==> src/rtl/cordic_sched.sv <==
// Shared iterative CORDIC cosine engine: round-robin arbitration over NREQ requesters,
// one micro-rotation per clock, result returned on a valid/ready channel tagged with the requester ID.
//
// state | meaning
// IDLE  | waiting for a request; combinational round-robin grant
// ROT   | one micro-rotation per cycle, step 0..ITER-1
// DONE  | result held on the response channel until rsp_ready
module cordic_sched #(
  parameter int NREQ = 4,
  parameter int ITER = 15,
  parameter int IDW  = 2
) (
  input  logic                   i_clock,
  input  logic                   i_reset_n,
  input  logic [NREQ-1:0]        i_req_valid,
  input  logic [32*NREQ-1:0]     i_req_angle,
  output logic [NREQ-1:0]        o_req_ready,
  output logic                   o_rsp_valid,
  input  logic                   i_rsp_ready,
  output logic [31:0]            o_rsp_cosine,
  output logic [IDW-1:0]         o_rsp_id,
  output logic                   o_busy
);

  typedef enum logic [1:0] {S_IDLE, S_ROT, S_DONE} state_t;

  state_t             r_state;
  logic signed [31:0] r_x;
  logic signed [31:0] r_y;
  logic [32:0]        r_z;
  logic [3:0]         r_step;
  logic [IDW-1:0]     r_rr_ptr;
  logic [IDW-1:0]     r_rsp_id;
  logic [31:0]        r_rsp_cosine;

  state_t             w_nxt_state;
  logic signed [31:0] w_nxt_x;
  logic signed [31:0] w_nxt_y;
  logic [32:0]        w_nxt_z;
  logic [3:0]         w_nxt_step;
  logic [IDW-1:0]     w_nxt_rr_ptr;
  logic [IDW-1:0]     w_nxt_rsp_id;
  logic [31:0]        w_nxt_rsp_cosine;

  logic [IDW-1:0]     w_grant;
  logic               w_grant_vld;
  logic [31:0]        w_grant_angle;

  logic               w_zs;
  logic signed [31:0] w_xs;
  logic signed [31:0] w_ys;
  logic [15:0]        w_atan;
  logic [32:0]        w_atan_ext;
  logic signed [31:0] w_x_rot;
  logic signed [31:0] w_y_rot;
  logic [32:0]        w_z_rot;

  function automatic logic [15:0] atan_lut(input logic [3:0] idx);
    case (idx)
      4'd0:    atan_lut = 16'hc910;
      4'd1:    atan_lut = 16'h76b2;
      4'd2:    atan_lut = 16'h3eb7;
      4'd3:    atan_lut = 16'h1fd6;
      4'd4:    atan_lut = 16'h0ffb;
      4'd5:    atan_lut = 16'h07ff;
      4'd6:    atan_lut = 16'h0400;
      4'd7:    atan_lut = 16'h0200;
      4'd8:    atan_lut = 16'h0100;
      4'd9:    atan_lut = 16'h0080;
      4'd10:   atan_lut = 16'h0040;
      4'd11:   atan_lut = 16'h0020;
      4'd12:   atan_lut = 16'h0010;
      4'd13:   atan_lut = 16'h0008;
      4'd14:   atan_lut = 16'h0004;
      default: atan_lut = 16'h0002;
    endcase
  endfunction

  // First valid requester at or after the pointer, wrapping modulo NREQ.
  always_comb begin
    logic [IDW:0] idx;
    w_grant     = '0;
    w_grant_vld = 1'b0;
    idx         = '0;
    for (int k = 0; k < NREQ; k++) begin
      idx = {1'b0, r_rr_ptr} + (IDW+1)'(k);
      if (idx >= (IDW+1)'(NREQ)) idx = idx - (IDW+1)'(NREQ);
      if (!w_grant_vld && i_req_valid[idx[IDW-1:0]]) begin
        w_grant     = idx[IDW-1:0];
        w_grant_vld = 1'b1;
      end
    end
  end

  assign w_grant_angle = i_req_angle[32*int'(w_grant) +: 32];

  // Zero angle is steered down the negative path, matching the unrolled unit.
  assign w_zs       = r_z[32] | (r_z == 33'd0);
  assign w_xs       = r_x >>> r_step;
  assign w_ys       = r_y >>> r_step;
  assign w_atan     = atan_lut(r_step);
  assign w_atan_ext = {{17{w_atan[15]}}, w_atan};
  assign w_x_rot    = w_zs ? (r_x + w_ys) : (r_x - w_ys);
  assign w_y_rot    = w_zs ? (r_y - w_xs) : (r_y + w_xs);
  assign w_z_rot    = w_zs ? (r_z + w_atan_ext) : (r_z - w_atan_ext);

  always_comb begin
    w_nxt_state      = r_state;
    w_nxt_x          = r_x;
    w_nxt_y          = r_y;
    w_nxt_z          = r_z;
    w_nxt_step       = r_step;
    w_nxt_rr_ptr     = r_rr_ptr;
    w_nxt_rsp_id     = r_rsp_id;
    w_nxt_rsp_cosine = r_rsp_cosine;
    o_req_ready      = '0;
    case (r_state)
      S_IDLE: begin
        if (w_grant_vld) begin
          o_req_ready  = {{(NREQ-1){1'b0}}, 1'b1} << w_grant;
          w_nxt_x      = 32'sd65536;
          w_nxt_y      = '0;
          w_nxt_z      = {1'b0, w_grant_angle};
          w_nxt_step   = '0;
          w_nxt_rsp_id = w_grant;
          w_nxt_rr_ptr = (w_grant == IDW'(NREQ-1)) ? '0 : w_grant + 1'b1;
          w_nxt_state  = S_ROT;
        end
      end
      S_ROT: begin
        w_nxt_x    = w_x_rot;
        w_nxt_y    = w_y_rot;
        w_nxt_z    = w_z_rot;
        w_nxt_step = r_step + 4'd1;
        if (r_step == 4'(ITER-1)) begin
          w_nxt_rsp_cosine = w_x_rot;
          w_nxt_state      = S_DONE;
        end
      end
      S_DONE: begin
        if (i_rsp_ready) w_nxt_state = S_IDLE;
      end
      default: w_nxt_state = S_IDLE;
    endcase
  end

  always_ff @(posedge i_clock) begin
    if (!i_reset_n) begin
      r_state      <= S_IDLE;
      r_x          <= '0;
      r_y          <= '0;
      r_z          <= '0;
      r_step       <= '0;
      r_rr_ptr     <= '0;
      r_rsp_id     <= '0;
      r_rsp_cosine <= '0;
    end else begin
      r_state      <= w_nxt_state;
      r_x          <= w_nxt_x;
      r_y          <= w_nxt_y;
      r_z          <= w_nxt_z;
      r_step       <= w_nxt_step;
      r_rr_ptr     <= w_nxt_rr_ptr;
      r_rsp_id     <= w_nxt_rsp_id;
      r_rsp_cosine <= w_nxt_rsp_cosine;
    end
  end

  assign o_rsp_valid  = (r_state == S_DONE);
  assign o_busy       = (r_state == S_ROT) || (r_state == S_DONE);
  assign o_rsp_cosine = r_rsp_cosine;
  assign o_rsp_id     = r_rsp_id;

endmodule

==> config.mk <==
export PLATFORM = sky130hd
export DESIGN_NAME = cordic_sched
export DESIGN_NICKNAME = d
export VERILOG_FILES = /design/src/rtl/cordic_sched.sv
export SDC_FILE = /design/constraint.sdc
export NUM_CORES = 1
export LEC_CHECK = 0
export ABC_AREA = 1
export BUFFER_PORTS_ARGS = -buffer_cell sky130_fd_sc_hd__buf_2
export CAP_MARGIN = 15
export CORE_MARGIN = 2
export CORE_UTILIZATION = 39
export CTS_CLUSTER_SIZE = 30
export DETAILED_ROUTE_END_ITERATION = 16
export GPL_TIMING_DRIVEN = 0
export MAX_ROUTING_LAYER = met4
export PLACE_DENSITY = 0.61
export SYNTH_ARGS = -nofsm -noshare
export SYNTH_HDL_FRONTEND = slang
export SYNTH_SLANG_ARGS = --single-unit
==> constraint.sdc <==
create_clock -name i_clock -period 4.4 [get_ports i_clock]
set_input_delay 0.22 -clock i_clock [delete_from_list [all_inputs] [get_ports i_clock]]
set_output_delay 0.22 -clock i_clock [all_outputs]
set_load 0.1 [all_outputs]
==> Yosys cells after proc, flatten, opt, wreduce, memory -nomap -nowiden <==
Memory sizes are Yosys's and may differ from the RTL's. A register that Yosys moved wholly into a read port is not among the register bits.
Index checks and enable logic that the tools add are counted.
{ "totals": {"ff_bits": 139, "rom_bits": 256, "out_inout_bits": 40, "n_memories": 1} }
{ "op_classes": {"addsub": 15, "magnitude_cmp": 8, "eq_ne": 7, "n_shift": 4, "muxes": 40, "bitwise_logic": 1, "n_reduce_logical": 14} }
{ "mem_list": {"columns": ["memory", "depth", "width", "rd", "rd_clocked_by_memory_dff", "write_ports", "line_no", "source"], "rows": [
  ["(name not given)", 16, 16, 1, 1, 0, "59", "case (idx)"]
]} }
{ "ops": {"columns": ["operator", "n"], "rows": [
  ["2-to-1 mux 32 bit", 4],
  ["one-hot mux 32 bit (2 select lines)", 2],
  ["variable part select 128 x 8 -> 32 bit", 1],
  ["2-to-1 mux 33 bit", 2],
  ["one-hot mux 33 bit (2 select lines)", 1],
  ["adder 32 bit", 2],
  [">>> shifter 32 x 4 -> 32 bit", 2],
  ["subtractor 32 bit", 2],
  ["adder 33 bit", 1],
  ["zero test 33 bit", 1],
  ["subtractor 33 bit", 1],
  ["2-to-1 mux 2 bit", 12],
  ["2-to-1 mux 4 bit", 5],
  ["< comparator 2 x 3 -> 1 bit, second input constant", 4],
  [">= comparator 3 bit, second input constant", 3],
  ["binary-select mux 1 bit (select 2 bit)", 4],
  ["2-to-1 mux 1 bit", 8],
  ["one-hot mux 4 bit (2 select lines)", 1],
  ["subtractor 2 x 1 -> 2 bit, second input constant", 4],
  ["adder 2 x 2 -> 3 bit, second input constant", 2],
  ["one-hot mux 2 bit (3 select lines)", 1],
  ["AND reduction 2 bit", 3],
  ["adder 4 x 1 -> 4 bit, second input constant", 1],
  ["== test 2 bit, second input constant", 2],
  ["other kinds (15)", 20]
]} }

==> Depth between registers and ports, before layout <==
{ "logic_depth": {"word_depth": 18, "mapped_depth": 35, "depth_no_buf": 32} }

==> Worst setup path after synthesis <==
No wires, ideal clock.
{ "synth_timing": {"kind": "reg-to-reg", "startpoint": "reg r_step[1]", "endpoint": "reg r_y[26]", "setup_ps": 70, "arrival_time_ps": 3773, "required_time_ps": 4330, "slack_ps": 556, "path_stages_with_launch": 29, "n_path_buf": 2, "period_less_slack_ps": 3844, "path_cell_list": "dfxtp_1 buf_4 clkinv_2 buf_2 nand3_1 nand3_1 nand2_1 o21ai_2 ha_1 inv_1 nor3_2 nand2_1 nor2_4 inv_2 nor2_4 a21oi_1 xnor2_1 ha_1 nand2_1 nor4_1 nand3_1 nand3_1 nand2_1 nand2_1 nand2_1 nand2_1 o21ai_0 a21o_1 a21oi_1"} }
{ "synth_between": {"elab_chain_len": 4, "elab_cells_between_ends": 5, "classes_between": "add/sub: 2; shift: 1; mux: 2"} }
{ "synth_lines": {"columns": ["element", "line_no", "source"], "rows": [
  ["from (decl)", "31", "logic [3:0] r_step;"],
  ["from (signal assigned)", "162", "r_step <= w_nxt_step;"],
  [">>> shifter 32 x 4 -> 32 bit (*)", "99", "assign w_xs = r_x >>> r_step;"],
  ["adder 32 bit / subtractor 32 bit (equally long branches)", "104", "assign w_y_rot = w_zs ? (r_y - w_xs) : (r_y + w_xs);"],
  ["2-to-1 mux 32 bit (*)", "104", null],
  ["one-hot mux 32 bit (2 select lines) (*)", "117", "case (r_state)"],
  ["to (signal assigned)", "160", "r_y <= w_nxt_y;"],
  ["to (decl)", "29", "logic signed [31:0] r_y;"]
]} }
Every way passes the cells marked *; elsewhere a longest branch is shown, timed or not.
A chain may end at the register's enable or synchronous reset.

==> Worst setup path after layout <==
{ "layout_timing": {"startpoint": "reg r_z[25]", "endpoint": "reg r_y[29]"} }
{ "layout_between": {"elab_chain_len": 4} }
{ "layout_lines": {"columns": ["element", "line_no", "source"], "rows": [
  ["from (decl)", "30", "logic [32:0] r_z;"],
  ["from (signal assigned)", "161", "r_z <= w_nxt_z;"],
  ["zero test 33 bit", "98", "assign w_zs = r_z[32] | (r_z == 33'd0);"],
  ["bitwise OR 1 bit", "98", null],
  ["2-to-1 mux 32 bit", "104", null],
  ["one-hot mux 32 bit (2 select lines)", "117", null]
]} }
Every way passes these cells.

==> results.ini <==
[clock_tree]
htreeDepth=4
numCtsBuffers=17
clk_latency_ns=0.51
cts_hold_buf=0
root_buffer=clkbuf_16
tritoncts=done
clk_pin_slew_ns=0.07
cts.sinks=155
cts_max_path_buffers=2

[yosys]
ys_seq_area_frac=0.176
syn_inst=3017
synth_area_mm2=0.0177
yosysUniqueCellTypes=54
syn_avg_cell_area_um2=5.85
synth-edff-count=0
synth_warnings=0
synth_nets=3277
synthArstFlopShare=0
synth_flop_cell=dfxtp_1
synth_seq_cells=155

[finish]
areaGrowthSynthToFinish_pct=25.4
layout-drive-gt1-share=0.220
nets=3527

[status]
run_status=finished clean

[place]
dp_hpwl_um=67100
portBuffers=173
gp_congestion=0.988
post-place-ws_ns=-2.03

[global_route]
grt_pass1_wl_um=124000
antenna_found_initial=3
grt_pass1_vias=20700
grt.total_usage=0.362
grt_overflow_total=0
grt_max_degree=17

[timing]
worst_slew_pin_slew_ns=1.09
period_minus_slack_ns=4.35
hold_viol_final=0
tns_ns=0
maxSlewViolCount=0
fin_ws_ns=0.0506
whs_ns=0.154
max_freq_mhz=230
timing.final.crit_share=0.989
rsz0062_at_grt=true
finalSetupViolations=0
relSlewSlack=0.274
fin_skew_ns=0.0127

[drt]
wl_per_cell_um=22.0
drt_iter0_drc=1905
ant_nets=0
via_per_inst=5.69
wirelength_um=85200
drc=0
vias=22000
first_pass_iters=6

[worst_setup_path]
rrSetupSlack_ns=0.05
cp_top_family=simple AND/OR/NAND/NOR gates
worstPathArrival_ns=4.77
crit_path_end_kind=register
crit_type=reg -> reg
cp_max_fo=10
path_buf_inv=2
crit_path_top_delay_cell=nor4_4
cp_slowest_stage_delay_ns=0.44
cp-start-kind=register
crit_required_ns=4.82
path_common_cell=nand2_1
crit_path_cell_trace=nor4_4 > nand4_1 > o21ai_4 > inv_4 > clkbuf_1 > nand2_1 > xor2_1 > ha_1 > a21oi_1 > o21a_1 > o21ai_0 > nand2_1 > nand3_2 > nand3_2 > o211ai_1 > nand2_1 > nand2_1 > nand2_1 > nand3_2 > a21oi_2

[die]
coreArea_mm2=0.0444
dieArea_mm2=0.0470
die_x_um=217
start_util=0.397
row_count=77
pin_count=175
die_y_um=217

[min_path]
hold_path.class=in -> reg

[run]
max_cap_viol_count=0

==> state kept, by name, indices dropped and copies added (netlist names) <==
name / flops
r_x: 32
r_y: 32
r_state: 2
r_step: 4
r_z: 33
o_rsp_id: 2
r_rr_ptr: 2
o_rsp_cosine: 32
w_atan: 16
==> timing repair <==
| item | CTS | global route |
|---|---|---|
| endpoints found under the setup margin | 124 | 82 |
| setup buffers | 25 | 30 |
| cloned | 1 | 3 |
| resized for setup | 155 | 305 |
| pin swaps | 39 | 85 |
==> cells in the mapped netlist (2+ instances only) <==
master	n	area, um^2
o221ai_1	2	17.5
nor2_4	5	56.3
xor2_1	67	587
xnor2_1	39	342
a21oi_1	218	1090
nor4_1	24	150
fa_1	3	60.1
o21ai_1	17	85.1
nor2_1	260	976
ha_1	122	1530
and2_1	3	18.8
buf_4	6	45.0
nand3b_1	5	37.5
a21o_1	22	165
buf_6	7	78.8
a21boi_0	7	52.6
buf_1	14	52.6
clkbuf_1	53	199
nand3_2	9	90.1
a31oi_1	24	150
a41oi_1	2	17.5
or2_2	36	225
inv_1	247	927
o21a_1	6	45.0
dfxtp_1	155	3100
nor3b_1	2	15.0
nand2_1	858	3220
inv_2	22	82.6
nor3_1	21	105
o31ai_1	11	82.6
a21oi_2	2	17.5
nand3_1	398	1990
o21ai_0	176	881
a211oi_1	3	22.5
nand2_2	21	131
nor3_2	5	50.1
nor2_2	9	56.3
o21ai_2	8	70.1
buf_2	53	265
o21bai_1	11	82.6
o22ai_1	9	56.3
nand4_1	14	87.6
o211ai_1	30	225
==> worst register-to-register path, cell delays in order, from the launching register on <==
cell and delay, ns:
dfxtp_1 0.36, nor4_4 0.44, nand4_1 0.25, o21ai_4 0.34, inv_4 0.16, clkbuf_1 0.41
nand2_1 0.22, xor2_1 0.19, ha_1 0.32, a21oi_1 0.26, o21a_1 0.17, o21ai_0 0.10
nand2_1 0.09, nand3_2 0.13, nand3_2 0.11, o211ai_1 0.14, nand2_1 0.15, nand2_1 0.08
nand2_1 0.08, nand3_2 0.08, a21oi_2 0.18
==> placed cells by master (no fill, tap or decap), drive strengths merged, types with 4 or more instances in the layout <==
master	count
a21boi	7
nor4	25
clkinv	4
a21oi	220
xor2	67
bufinv	4
dfxtp	155
a21o	22
nand3	407
o21a	6
xnor2	39
nand3b	5
o22ai	9
o211ai	30
ha	122
o21ai	202
clkbuf	75
nor2	274
buf	307
nor3	27
nand2	880
nand4	14
a31oi	24
o21bai	11
o31ai	11
or2	37
inv	275
==> worst paths after layout <==
path                                     start                           end  cells past startpoint
setup reg to reg          r_z[25]$_SDFFE_PN0N_          r_y[29]$_SDFFE_PN0N_                     20
hold / removal                 i_req_angle[50]          r_z[18]$_SDFFE_PN0N_                      5
hold reg to reg   o_rsp_cosine[6]$_SDFFE_PN0P_  o_rsp_cosine[6]$_SDFFE_PN0P_                      2
setup / recovery          r_z[25]$_SDFFE_PN0N_          r_y[29]$_SDFFE_PN0N_                     20
==> final cells by class <==
cell class	instances	area, um^2
Multi-Input combinational cell	2459	14300
Antenna cell	3	7.51
Clock inverter	14	205
Timing Repair Buffer	232	1390
Sequential cell	155	3110
Inverter	270	1030
Fill cell	4821	22300
Clock buffer	18	429
Buffer	132	925
Tap cell	592	741
==> metal layers <==
layer  track usage  part of all wire
met2         0.603              0.48
met5             -                 0
met4         0.181             0.050
met1         0.428              0.41
met3        0.0492             0.067
==> logic make-up (layout without fill, tap and decap cells) <==
family	after synthesis	after routing	share of synthesized area
AOI/OAI and AO/OA	554	554	0.177
xor gates and xnor gates	106	106	0.0526
adders and majority gates	125	125	0.0899
buffers and inverters	403	666	0.0938
DFF	155	155	0.176
other	0	3	0
and+or+nand+nor	1674	1674	0.411
==> stage by stage <==
| stage | cell area, um^2 | util | cells |
|---|---|---|---|
| after floorplan | 17700 | - | 3017 |
| after global placement | 19300 | 0.434 | 3782 |
| after detailed placement | 19300 | 0.434 | 3782 |
| after CTS | 20700 | 0.466 | 3839 |
| after global routing | 22100 | 0.498 | 3875 |
| final | 22100 | 0.498 | 3875 |
Power is left out: the tool's default activity adds up to more than one toggle a clock period on the data nets, which glitch-free logic cannot reach.
